[config.mk]
export PLATFORM = sky130hd
export DESIGN_NAME = spsram_rr_arb
export DESIGN_NICKNAME = d
export VERILOG_FILES = /design/src/rtl/spsram_rr_arb.sv
export SDC_FILE = /design/constraint.sdc
export NUM_CORES = 1
export LEC_CHECK = 0
export ABC_AREA = 1
export CAP_MARGIN = 5
export CORE_AREA = 2 2 434 436
export CTS_CLUSTER_SIZE = 8
export DETAILED_ROUTE_END_ITERATION = 12
export DIE_AREA = 0 0 436 438
export PLACE_DENSITY = 0.3
export RECOVER_POWER = 100
export SLEW_MARGIN = 20
export SYNTH_ARGS = -nofsm -noshare
export SYNTH_HDL_FRONTEND = slang
export SYNTH_SLANG_ARGS = --single-unit
[constraint.sdc]
create_clock -name clk -period 1.9 [get_ports clk]
set_input_delay 0.285 -clock clk [delete_from_list [all_inputs] [get_ports clk]]
set_output_delay 0.285 -clock clk [all_outputs]
set_load 0.1 [all_outputs]
[src/rtl/spsram_rr_arb.sv]
// Two-port round-robin arbiter/sequencer for a single-port 16384x128 SRAM with burst locking.
// Optional performance counters are built in when SPSRAM_ARB_PERF_CNT_EN is defined.
module spsram_rr_arb #(
   parameter int unsigned MAX_BURST = 16,
   parameter int unsigned ADDR_W    = 14,
   parameter int unsigned DATA_W    = 128
) (
   input  logic                  clk,
   input  logic                  rst,
   input  logic                  p0_req,
   input  logic                  p0_last,
   input  logic                  p0_we,
   input  logic [ADDR_W-1:0]     p0_addr,
   input  logic [DATA_W/8-1:0]   p0_wstrb,
   input  logic [DATA_W-1:0]     p0_wdata,
   input  logic                  p1_req,
   input  logic                  p1_last,
   input  logic                  p1_we,
   input  logic [ADDR_W-1:0]     p1_addr,
   input  logic [DATA_W/8-1:0]   p1_wstrb,
   input  logic [DATA_W-1:0]     p1_wdata,
   output logic                  p0_gnt,
   output logic                  p1_gnt,
   output logic                  p0_rvalid,
   output logic                  p1_rvalid,
   output logic [DATA_W-1:0]     p0_rdata,
   output logic [DATA_W-1:0]     p1_rdata,
   output logic                  mem_cen,
   output logic                  mem_gwen,
   output logic [DATA_W-1:0]     mem_wen,
   output logic [ADDR_W-1:0]     mem_a,
   output logic [DATA_W-1:0]     mem_d,
   input  logic [DATA_W-1:0]     mem_q,
   output logic [31:0]           perf_gnt0,
   output logic [31:0]           perf_gnt1,
   output logic [31:0]           perf_stall0,
   output logic [31:0]           perf_stall1
);
   localparam int unsigned STRB_W = DATA_W / 8;
   localparam int unsigned CNT_W  = 5;

   typedef enum logic {ST_IDLE = 1'b0, ST_LOCKED = 1'b1} state_t;

   state_t              r_state;
   logic                r_prio;
   logic                r_owner;
   logic [CNT_W-1:0]    r_beat_cnt;
   logic                r_rvalid0;
   logic                r_rvalid1;
   logic [ADDR_W-1:0]   r_mem_a;
   logic [DATA_W-1:0]   r_mem_d;

   logic                w_winner;
   logic                w_any;
   logic                w_last;
   logic                w_we;
   logic                w_done;
   logic [ADDR_W-1:0]   w_addr;
   logic [STRB_W-1:0]   w_strb;
   logic [DATA_W-1:0]   w_wdata;
   logic [CNT_W-1:0]    w_cnt_next;

   // Winner selection: owner while locked, otherwise the lone requester or prio on contention.
   always_comb begin
      w_winner = 1'b0;
      w_any    = 1'b0;
      if (r_state == ST_LOCKED) begin
         w_winner = r_owner;
         w_any    = r_owner ? p1_req : p0_req;
      end else begin
         w_any    = p0_req | p1_req;
         w_winner = (p0_req & p1_req) ? r_prio : p1_req;
      end
      if (rst) w_any = 1'b0;
   end

   assign p0_gnt  = w_any & ~w_winner;
   assign p1_gnt  = w_any &  w_winner;
   assign w_last  = w_winner ? p1_last  : p0_last;
   assign w_we    = w_winner ? p1_we    : p0_we;
   assign w_addr  = w_winner ? p1_addr  : p0_addr;
   assign w_strb  = w_winner ? p1_wstrb : p0_wstrb;
   assign w_wdata = w_winner ? p1_wdata : p0_wdata;

   assign w_cnt_next = (r_state == ST_LOCKED) ? (r_beat_cnt + CNT_W'(1)) : CNT_W'(1);
   assign w_done     = w_last | (w_cnt_next == CNT_W'(MAX_BURST));

   // Burst lock FSM, round-robin priority and read-valid pipeline.
   always_ff @(posedge clk) begin
      if (rst) begin
         r_state    <= ST_IDLE;
         r_prio     <= 1'b0;
         r_owner    <= 1'b0;
         r_beat_cnt <= '0;
         r_rvalid0  <= 1'b0;
         r_rvalid1  <= 1'b0;
      end else begin
         r_rvalid0 <= p0_gnt & ~p0_we;
         r_rvalid1 <= p1_gnt & ~p1_we;
         if (w_any) begin
            if (w_done) begin
               r_state    <= ST_IDLE;
               r_prio     <= ~w_winner;
               r_beat_cnt <= '0;
            end else begin
               r_state    <= ST_LOCKED;
               r_owner    <= w_winner;
               r_beat_cnt <= w_cnt_next;
            end
         end
      end
   end

   // Address/data hold their last granted value while the SRAM is idle.
   always_ff @(posedge clk) begin
      if (w_any) begin
         r_mem_a <= w_addr;
         r_mem_d <= w_wdata;
      end
   end

   always_comb begin
      mem_cen  = 1'b1;
      mem_gwen = 1'b1;
      mem_wen  = '1;
      mem_a    = r_mem_a;
      mem_d    = r_mem_d;
      if (w_any) begin
         mem_cen = 1'b0;
         mem_a   = w_addr;
         mem_d   = w_wdata;
         // An all-zero strobe write is granted but leaves the array untouched.
         if (w_we && (|w_strb)) begin
            mem_gwen = 1'b0;
            for (int unsigned j = 0; j < STRB_W; j++) begin
               mem_wen[8*j +: 8] = {8{~w_strb[j]}};
            end
         end
      end
   end

   assign p0_rvalid = r_rvalid0;
   assign p1_rvalid = r_rvalid1;
   assign p0_rdata  = mem_q;
   assign p1_rdata  = mem_q;

`ifdef SPSRAM_ARB_PERF_CNT_EN
   logic [31:0] r_perf_gnt0;
   logic [31:0] r_perf_gnt1;
   logic [31:0] r_perf_stall0;
   logic [31:0] r_perf_stall1;

   always_ff @(posedge clk) begin
      if (rst) begin
         r_perf_gnt0   <= '0;
         r_perf_gnt1   <= '0;
         r_perf_stall0 <= '0;
         r_perf_stall1 <= '0;
      end else begin
         if (p0_gnt)            r_perf_gnt0   <= r_perf_gnt0   + 32'd1;
         if (p1_gnt)            r_perf_gnt1   <= r_perf_gnt1   + 32'd1;
         if (p0_req && !p0_gnt) r_perf_stall0 <= r_perf_stall0 + 32'd1;
         if (p1_req && !p1_gnt) r_perf_stall1 <= r_perf_stall1 + 32'd1;
      end
   end

   assign perf_gnt0   = r_perf_gnt0;
   assign perf_gnt1   = r_perf_gnt1;
   assign perf_stall0 = r_perf_stall0;
   assign perf_stall1 = r_perf_stall1;
`else
   assign perf_gnt0   = '0;
   assign perf_gnt1   = '0;
   assign perf_stall0 = '0;
   assign perf_stall1 = '0;
`endif

endmodule
==> results of run 1 <==
==> critical path: cells and delay by family (launching register included) <==
kind | cells | cell delay [ns]
buf+inv | 4 | 0.67
flops | 1 | 0.41
simple gates | 10 | 0.89
==> how the worst max path moves through the flow <==
stage / from / endpoint
6_report: r_state$_SDFFE_PP0P_ / mem_wen[53]
5_1_grt: r_state$_SDFFE_PP0P_ / mem_wen[53]
4_1_cts: r_state$_SDFFE_PP0P_ / mem_d[119]
3_5_place_dp: p1_req / mem_d[115]
3_3_place_gp: p1_req / mem_d[115]
2_1_floorplan: r_state$_SDFFE_PP0P_ / mem_wen[121]
==> layout by cell type (no fill, tap or decap), types with 14 or more instances in the layout <==
| cell type | instances |
|---|---|
| nand3_1 | 22 |
| clkbuf_16 | 22 |
| nand2_4 | 63 |
| buf_4 | 71 |
| buf_12 | 311 |
| nand3_4 | 17 |
| nand2_8 | 102 |
| clkdlybuf4s50_1 | 323 |
| conb_1 | 128 |
| buf_16 | 14 |
| nand2_2 | 68 |
| nand2_1 | 115 |
| dfxtp_1 | 150 |
| a22oi_2 | 136 |
==> power by group through the flow <==
| stage | Sequential, W | Combinational [W] | Clock [W] |
|---|---|---|---|
| floorplan | 0.00405 | 0.0123 | 0 |
| global route | 0.00406 | 0.0149 | 0.00441 |
| detailed placement | 0.00407 | 0.0144 | 0 |
| global placement | 0.00406 | 0.0144 | 0 |
| finish | 0.00400 | 0.0145 | 0.00396 |
| CTS | 0.00400 | 0.0146 | 0.00440 |
==> layout make-up <==
type,count,share of cell area
inverters,12,0.00189
clock buffers,19,0.0190
well taps,2495,0.131
repair buffers,731,0.443
clock inverters,13,0.00571
diodes,8,0.000838
flip-flops and latches,152,0.128
multi-input cells,694,0.272
==> stage by stage <==
stage                     TNS, ns  utilization  worst slack [ns]  std cells
after floorplan            -72.88            -            -0.653       1406
after CTS                 -281.13        0.126             -1.09       4100
after global placement    -294.35        0.120            -0.963       4045
after global routing      -297.54        0.128             -1.11       4118
final                     -242.12        0.128            -0.956       4124
after detailed placement  -292.56        0.120            -0.953       4045
==> logic make-up after synthesis <==
kind of cell / synth area share
adders and majority gates: 0.00126
other: 0.000377
DFF: 0.306
and+or+nand+nor: 0.168
buffers and inverters: 0.411
AOI/OAI and AO/OA: 0.113
==> per-layer routing <==
| layer | vias up | track usage | wire length [um] |
|---|---|---|---|
| met5 | - | 0.0218 | 814 |
| met4 | 44 | 0.0233 | 1540 |
| met3 | 155 | 0.0642 | 12200 |
| met2 | 644 | 0.139 | 41200 |
| met1 | 4361 | 0.0842 | 29200 |
| li1 | 4206 | - | - |
==> sequential cells by signal, summed over array words and instances (netlist names) <==
signal      count
p0_rvalid       1
p1_rvalid       1
r_beat_cnt      5
r_mem_a        14
r_mem_d       128
r_owner         1
r_prio          1
r_state         1
==> timing repair <==
action,4_1_cts,5_1_grt
cloned,5,6
endpoints found under the setup margin,420,403
gates resized for setup,39,45
hold buffers,0,0
endpoints found under the hold margin,0,0
pin swaps,44,40
buffers inserted,19,14
==> summary.txt, run 1 <==
Finish
  – Filler cell count: 21200
  – Layout cells sized above 1: 0.523
  – Register area: just over 3000 um^2
  – Final #Nets: a little over 2000
  – Area of the multi-input gates: between 6000 and 7000 um^2
  – Layout area overhead: 140%
  – Fin area: between 20000 and 25000 um^2

Synthesis
  – Largest area contributor in the netlist: buf_4
  – Cells after Synth: 1279
  – Post-synth top area share: 0.387
  – Synth area leaders: buf_4 39%, dfxtp_1 31%, nand2_1 13%, a22oi_1 11%, nand3_1 1.9%
  – Yosys reg bits: ~150
  – Post-synth ARST share: 0
  – Most used DFF post-synth: dfxtp_1
  – Top post-synthesis cells by count: 513 x buf_4, 341 x nand2_1, 152 x dfxtp_1
  – EDFF count, synth: 0
  – Mean post-synth cell area: 7.77 um^2
  – Synth Cell Area: approximately 9900 um^2
  – Top-count cell post-synth: buf_4
  – Library cells used by synthesis: 26
  – Sequential area share after synthesis: 0.306
  – Yosys warning count: 0

Power and ir drop
  – Int Pwr: approximately 0.011 W
  – Sw power: roughly 0.012 W
  – Clock share of power: 0.177
  – Comb pwr share: 0.645
  – Pwr dens: approximately 940 nW/um^2
  – Maximum vdd drop: 0.000520 V
  – Sw frac: 0.522
  – Sequential Power Share: 0.178
  – Leakage: slightly below 9 nW
  – Pwr Total: around 0.022 W

Worst setup path
  – Critical path endpoint category: output pin
  – Kind of critical path: flop to output pin
  – R2R Path End: r_mem_a[2]$_DFF_P_
  – CP arrival: 2.57 ns
  – Worst path max stage delay: 0.41 ns
  – Critical path fanouts, max: 8
  – Most common cell on crit path: buf_12
  – Worst r2r path cells: 13
  – CP Cell Sequence: nor2_4, nand2_4, nand2_8, buf_12, nand2_2, nand2_2, nor2_2, nand2_1, nor2_2, nand2_4, buf_12, nand3_4, buf_12, buf_12
  – Worst R2R Setup Slack: -0.16 ns
  – CP startpoint kind: flop
  – Start of the worst register-to-register path: r_state$_SDFFE_PP0P_
  – Slowest cell on crit path: dfxtp_4
  – Critical Path RT: 1.62 ns

Run
  – Max Cap Violations: 0

STA
  – Slew Limit Headroom: 0.600
  – Smallest hold slack: between 0.3 and 0.4 ns
  – Final-report max-slew violation count: 0
  – Min Tclk post-route: between 2 and 3 ns
  – Final WS setup: -0.956 ns
  – Clock Skews: roughly 0.011 ns
  – Setup Viol. Count Final: around 290
  – RSZ-0062 raised after global routing: yes
  – Period utilisation layout: 1.50
  – Worst slew pin tran: 0.604 ns
  – Fmax: 350 MHz
  – Hold Fails Final Rpt: 0

Floorplan
  – Die ar.: approximately 190000 um^2
  – I/O pin count: between 1000 and 1500
  – Die height: 438 um
  – Core Region: 187000 um^2
  – Placement row count: approximately 160
  – Die W: ~440 um
  – Initial Utilization: 0.0533

Place
  – Port bufs: roughly 600
  – Detailed placer's ending HPWL: roughly 71000 um
  – Cell Area, Placed: ~22000 um^2
  – Gpl congestion: roughly 0.73

Run status
  – Violations in the final reports: negative setup slack
  – Status: complete, but fails checks

Detailed routing
  – DR WL/cell: just over 20 um
  – Vias/cell: around 2.3
  – Detailed-route via count: between 9000 and 10000
  – WL final: between 80000 and 90000 um
  – Starting DRT DRC Count: 257
  – Post-route ant nets: 0
  – Final routed DRC violation total: 0
  – Router iterations before antenna repair: 4

Clock network
  – Longest Clk Path Bufs: 2
  – Clock transition at path regs: around 0.080 ns
  – Worst skew pair latency: about 0.55 ns
  – H-tree levels: 4
  – CTS buffer count: 17
  – CTS tree: done
  – # clock sinks: roughly 150
  – CTS root buffer: clkbuf_16

Min path
  – Min-delay src: p1_wdata[50]
  – Hold/Removal Path Class: input port to flop
  – Hold Path Depth: 3
  – Worst hold endpoint: r_mem_d[50]$_DFF_P_

Global routing
  – Largest net degree at the start of global routing: 39
  – Number of global-route vias before repair: a little under 10000
  – Grt total ovfl: 0
  – Overall Global Routing Usage: 0.0856
  – First-pass GRT wire length: around 100000 um
  – Initial antenna violation count: 52
No activity file was read; power rests on OpenSTA's default activity.
==> run 2: changes to the inputs <==
--- a/config.mk
+++ b/config.mk
@@ -13,7 +13,6 @@
 export DIE_AREA = 0 0 436 438
 export PLACE_DENSITY = 0.3
 export RECOVER_POWER = 100
-export SLEW_MARGIN = 20
 export SYNTH_ARGS = -nofsm -noshare
 export SYNTH_HDL_FRONTEND = slang
 export SYNTH_SLANG_ARGS = --single-unit
==> results of run 2 <==
The final DEF is identical to that of run 1; final timing and power are the same.
==> run 3: changes to the inputs <==
--- a/config.mk
+++ b/config.mk
@@ -6,6 +6,7 @@
 export NUM_CORES = 1
 export LEC_CHECK = 0
 export ABC_AREA = 1
+export ABC_CLOCK_PERIOD_IN_PS = 1900
 export CAP_MARGIN = 5
 export CORE_AREA = 2 2 434 436
 export CTS_CLUSTER_SIZE = 8
==> results of run 3 <==
The final DEF is identical to that of run 1; final timing and power are the same.
